File: src/rtl/wdata_chan_rcvr_pkg.sv
// rtl/wdata_chan_rcvr_pkg.sv - shared write-data channel encodings and burst geometry
package wdata_chan_rcvr_pkg;

    localparam int BURST_LEN = 4;
    localparam int BEAT_W    = 32;
    localparam int DATA_W    = BURST_LEN * BEAT_W;
    localparam int ID_W      = 4;
    localparam int CNT_W     = 2;

    // Receiver control states; the unused code 2'b11 recovers to idle
    typedef enum logic [1:0] {
        ST_IDLE = 2'b00,
        ST_RECV = 2'b01,
        ST_HOLD = 2'b10
    } wchan_state_t;

endpackage

File: src/rtl/wdata_chan_rcvr.sv
// rtl/wdata_chan_rcvr.sv - collects one 4-beat write-data burst into a 128-bit word
module wdata_chan_rcvr
    import wdata_chan_rcvr_pkg::*;
(
    input  logic              clk,
    input  logic              rst_n,
    input  logic              wvalid,
    output logic              wready,
    input  logic [BEAT_W-1:0] wdata,
    input  logic              wlast,
    input  logic              start_rq,
    input  logic [ID_W-1:0]   start_id,
    output logic              busy,
    output logic              out_valid,
    input  logic              out_ack,
    output logic [DATA_W-1:0] out_wdata,
    output logic [ID_W-1:0]   out_id,
    output logic              out_err
);

    localparam logic [CNT_W-1:0] LAST_BEAT = CNT_W'(BURST_LEN - 1);

    wchan_state_t     state;
    wchan_state_t     state_nxt;
    logic [CNT_W-1:0] beat_cnt;
    logic             load_start;
    logic             accept;

    // State register
    always_ff @(posedge clk or negedge rst_n) begin
        if (!rst_n) begin
            state <= ST_IDLE;
        end else begin
            state <= state_nxt;
        end
    end

    // Next-state decode plus the load/accept strobes that steer the datapath
    always_comb begin
        state_nxt  = state;
        load_start = 1'b0;
        accept     = 1'b0;
        case (state)
            ST_IDLE: begin
                if (start_rq) begin
                    load_start = 1'b1;
                    state_nxt  = ST_RECV;
                end
            end
            ST_RECV: begin
                accept = wvalid;
                // Burst length is fixed: the fourth beat ends collection whatever wlast says
                if (wvalid && (beat_cnt == LAST_BEAT)) begin
                    state_nxt = ST_HOLD;
                end
            end
            ST_HOLD: begin
                if (out_ack) begin
                    if (start_rq) begin
                        load_start = 1'b1;
                        state_nxt  = ST_RECV;
                    end else begin
                        state_nxt = ST_IDLE;
                    end
                end
            end
            default: begin
                state_nxt = ST_IDLE;
            end
        endcase
    end

    assign wready    = (state == ST_RECV);
    assign out_valid = (state == ST_HOLD);
    assign busy      = (state != ST_IDLE);

    // Burst datapath: id/error capture at start, beat placement and wlast checking per accepted beat
    always_ff @(posedge clk or negedge rst_n) begin
        if (!rst_n) begin
            beat_cnt  <= '0;
            out_wdata <= '0;
            out_id    <= '0;
            out_err   <= 1'b0;
        end else if (load_start) begin
            beat_cnt <= '0;
            out_id   <= start_id;
            out_err  <= 1'b0;
        end else if (accept) begin
            out_wdata[int'(beat_cnt) * BEAT_W +: BEAT_W] <= wdata;
            beat_cnt <= beat_cnt + 1'b1;
            // wlast must appear on the final beat and nowhere else; error stays until next start
            if (wlast != (beat_cnt == LAST_BEAT)) begin
                out_err <= 1'b1;
            end
        end
    end

endmodule

File: config.mk
export PLATFORM = sky130hd
export DESIGN_NAME = wdata_chan_rcvr
export DESIGN_NICKNAME = d
export VERILOG_FILES = /design/src/rtl/wdata_chan_rcvr_pkg.sv /design/src/rtl/wdata_chan_rcvr.sv
export SDC_FILE = /design/constraint.sdc
export NUM_CORES = 1
export LEC_CHECK = 0
export BUFFER_PORTS_ARGS = -buffer_cell sky130_fd_sc_hd__buf_2
export CAP_MARGIN = 30
export CORE_MARGIN = 4
export CORE_UTILIZATION = 50
export DETAILED_ROUTE_END_ITERATION = 10
export GPL_ROUTABILITY_DRIVEN = 0
export PLACE_DENSITY = 0.86
export SLEW_MARGIN = 30
export SYNTH_ARGS = -nofsm -noshare
export SYNTH_HDL_FRONTEND = slang
export SYNTH_SLANG_ARGS = --single-unit
File: constraint.sdc
create_clock -name clk -period 2.7 [get_ports clk]
set_input_delay 0.405 -clock clk [delete_from_list [all_inputs] [get_ports clk]]
set_output_delay 0.405 -clock clk [all_outputs]
set_load 0.005 [all_outputs]
==> run metrics <==
run status=finished clean; flops & latches, synth=137; # setup viols final=0; Final period util=between 80% and 90%; average wire per standard cell=18.14 um; relative contribution of the clock network to total power=28.9%; antenna-violating nets left=0; met2 usage in global routing=41.60%; # nets final=743; kind of critical path=flip-flop to flip-flop; power density of the placed cells=1200 mW/mm2; vias in the first global route=4726; Overall Power=8.589 mW; pin count of the biggest net entering global routing=66; Tmin final=2.268 ns; Static Leakage=3.724 nW; count of distinct cell types in the synthesized netlist=29; effective utilization at floorplan=52.03%; number of warnings issued by yosys=0; Post-Synthesis Net Count=567; starting DRC count in detailed routing=roughly 430; classification of the worst-slack hold path=input pin to flip-flop; cell type contributing the most total cell area after synthesis=sky130_fd_sc_hd__dfrtp_1; top post-synthesis cells by area=sky130_fd_sc_hd__dfrtp_1 (63%), sky130_fd_sc_hd__nand2_1 (12%), sky130_fd_sc_hd__o21ai_0 (7.0%); combinational share of power=31.7%; fraction of power spent switching nets=33.68%; Vias per Instance=between 5 and 6; transition time of the tightest slew-check pin=~0.6 ns; area added between synthesis and finish=31.42%; register area share after synthesis=62.97%; CORE AREA=0.01046 mm2; Core Util, Final=roughly two thirds; final number of hold-violating endpoints=0; DRC errors left=0; maximum resistive drop on vdd=0.5246 mV; register clock-pin slew on the reported worst setup and hold paths=0.06 ns; count of final max-slew check failures=0; post-DP HPWL=10740 um; slowest library cell on the worst path=sky130_fd_sc_hd__dfrtp_1; most common library cell in the layout ignoring fill and taps=sky130_fd_sc_hd__buf_2; number of flops mapped to enable cells by yosys=0; CP Max Fanout=23; area of the mapped netlist=0.005444 mm2; grt peak-use layer=met2; Max transition margin=60.12%; maximum root-to-sink buffer count=2; Largest delay share family, worst path=flip-flops; Cell Int Power=5.696 mW; switching power=~2.9 mW; horizontal extent of the die=~110 um; area share of the largest cell type after synthesis=62.97%; number of CTS-inserted buffers=17; antenna violations before repair=0; setup repair after global routing missed its margin=no; ys flop type=sky130_fd_sc_hd__dfrtp_1; post-placement setup slack=0.4609 ns; combined buffer and inverter count along the critical path=2; part of the power in registers=39.4%; clock tree from TritonCTS=done; number of port buffers=177; Highest Clock Rate=440.9 MHz; Reg2Reg Setup Slack=0.43 ns; worst setup slack after layout=0.4318 ns; count of filler cells inserted in the layout=780; data required time of the worst path=3.15 ns; GR Util met3=between 6 and 7%; number of rows created at floorplan=37; crit-path cells=inv_1, ha_1, nand2b_1, nor4_4, buf_4, a22o_1; Die ar.=about 0.013 mm2; Clock Root Buffer=sky130_fd_sc_hd__clkbuf_8; GRT Overall Usage=25.32%; fraction of layout instances using a drive strength above 1=roughly 33%; insertion delay to the later sink of the worst-skew pair=0.51 ns; count of vias placed by the detailed router=~4600; Diodes inserted=0; die height=about 110 um; critical path arrival=~2.7 ns; Post-CTS Setup Inserts=0; sum of negative setup slack=0 ns; gr ovfl total=0; clock tree skew after final layout=0.006686 ns; post-detailed-routing wire length=15310 um; proportion of register bits with asynchronous set or reset after synthesis=100.0%; clock sink total=137; first-pass GRT wire length=25010 um; longest individual stage delay on the worst path=0.59 ns; Worst setup EP type=flip-flop; H-tree levels=4; count of pins on the block boundary=around 180; top library cells by usage in the layout, fill and taps aside=sky130_fd_sc_hd__buf_2 (176), sky130_fd_sc_hd__nand2_1 (174), sky130_fd_sc_hd__dfrtp_1 (137); Avg Inst Size Synth=10.49 um2; met1 Use GR=32.58%; Max-Cap Viols=0; synthesized instance count=519; Detailed Routing Iterations Pass 1=5; Worst setup SP type=flip-flop
==> synthesized netlist by cell type (3+ instances only) <==
| library cell | number |
|---|---|
| sky130_fd_sc_hd__nand2_1 | 174 |
| sky130_fd_sc_hd__dfrtp_1 | 137 |
| sky130_fd_sc_hd__o21ai_0 | 76 |
| sky130_fd_sc_hd__a22o_1 | 43 |
| sky130_fd_sc_hd__buf_2 | 19 |
| sky130_fd_sc_hd__clkbuf_1 | 17 |
| sky130_fd_sc_hd__o21ai_1 | 10 |
| sky130_fd_sc_hd__ha_1 | 6 |
| sky130_fd_sc_hd__inv_1 | 4 |
| sky130_fd_sc_hd__mux2_2 | 4 |
| sky130_fd_sc_hd__nor2b_1 | 4 |
| sky130_fd_sc_hd__nand4b_1 | 3 |
==> flip-flops by register name, summed over array words and instances, names as in the netlist <==
| signal | flops |
|---|---|
| beat_cnt | 2 |
| out_err | 1 |
| out_id | 4 |
| out_wdata | 128 |
| state | 2 |
==> worst reg2reg max path: cells and delay by family (launching register included) <==
kind                       cells  cell delay [ns]
and+or+nand+nor                2             0.35
DFF                            1             0.59
buffers and inverters          2             0.53
adders and majority gates      1             0.54
AOI/OAI and AO/OA              1             0.20
==> kinds of logic after synthesis <==
kind of cell / share of synthesized area [%]
buffers and inverters: 3.332
AO/OA/AOI/OAI: 15.49
XOR/XNOR: 0.1609
adder cells (fa/ha/maj): 1.379
AND/OR/NAND/NOR: 15.84
flip-flops: 62.97
multiplexers: 0.8273
==> routing by layer <==
| layer | routed length [um] | up-vias |
|---|---|---|
| li1 | - | 2105 |
| met1 | 6206 | 2225 |
| met2 | 7627 | 219 |
| met3 | 1248 | 23 |
| met4 | 226 | 0 |
| met5 | 0 | - |
==> cell type report <==
type                    instances  area [um2]  share of cell area, %
repair buffers                194        1047                  14.64
well taps                     136       170.2                  2.378
clock buffers                  23       486.7                  6.803
multi-input cells             341        1847                  25.81
flip-flops and latches        137        3428                  47.92
clock inverters                 9       160.2                  2.239
inverters                       4       15.01                 0.2099
==> worst paths after layout <==
kind | start | endpoint | cells past startpoint
hold reg to reg | out_wdata[15] | out_wdata[15] | 2
setup reg to reg | beat_cnt[0] | out_wdata[89] | 6
max in group asynchronous | rst_n | out_wdata[98] | 3
min in group asynchronous | rst_n | out_wdata[1] | 2
setup / recovery | beat_cnt[0] | out_wdata[89] | 6
hold / removal | start_id[0] | out_id[0] | 2
==> what timing repair did <==
item / CTS / global route
resized for setup: 0 / 0
hold endpoints to repair: 63 / 0
hold buffers: 1 / 0
==> power groups by stage <==
stage	registers (mW)	clock network, mW	logic [mW]
floorplan	3.36	0	1.31
global placement	3.34	0	2.61
detailed placement	3.39	0	2.75
CTS	3.37	2.51	2.76
global route	3.48	2.62	3.05
finish	3.38	2.48	2.72
==> through the flow <==
stage / std cells / hold slack [ns] / cell area [um2]
floorplan: 519 / 0.1094 / 5444
global placement: 811 / 0.4264 / 6497
detailed placement: 811 / 0.4333 / 6497
global route: 844 / 0.1032 / 7154
finish: 844 / 0.1242 / 7154
CTS: 844 / 0.1019 / 7154
Power figures use the tool's default switching activity.
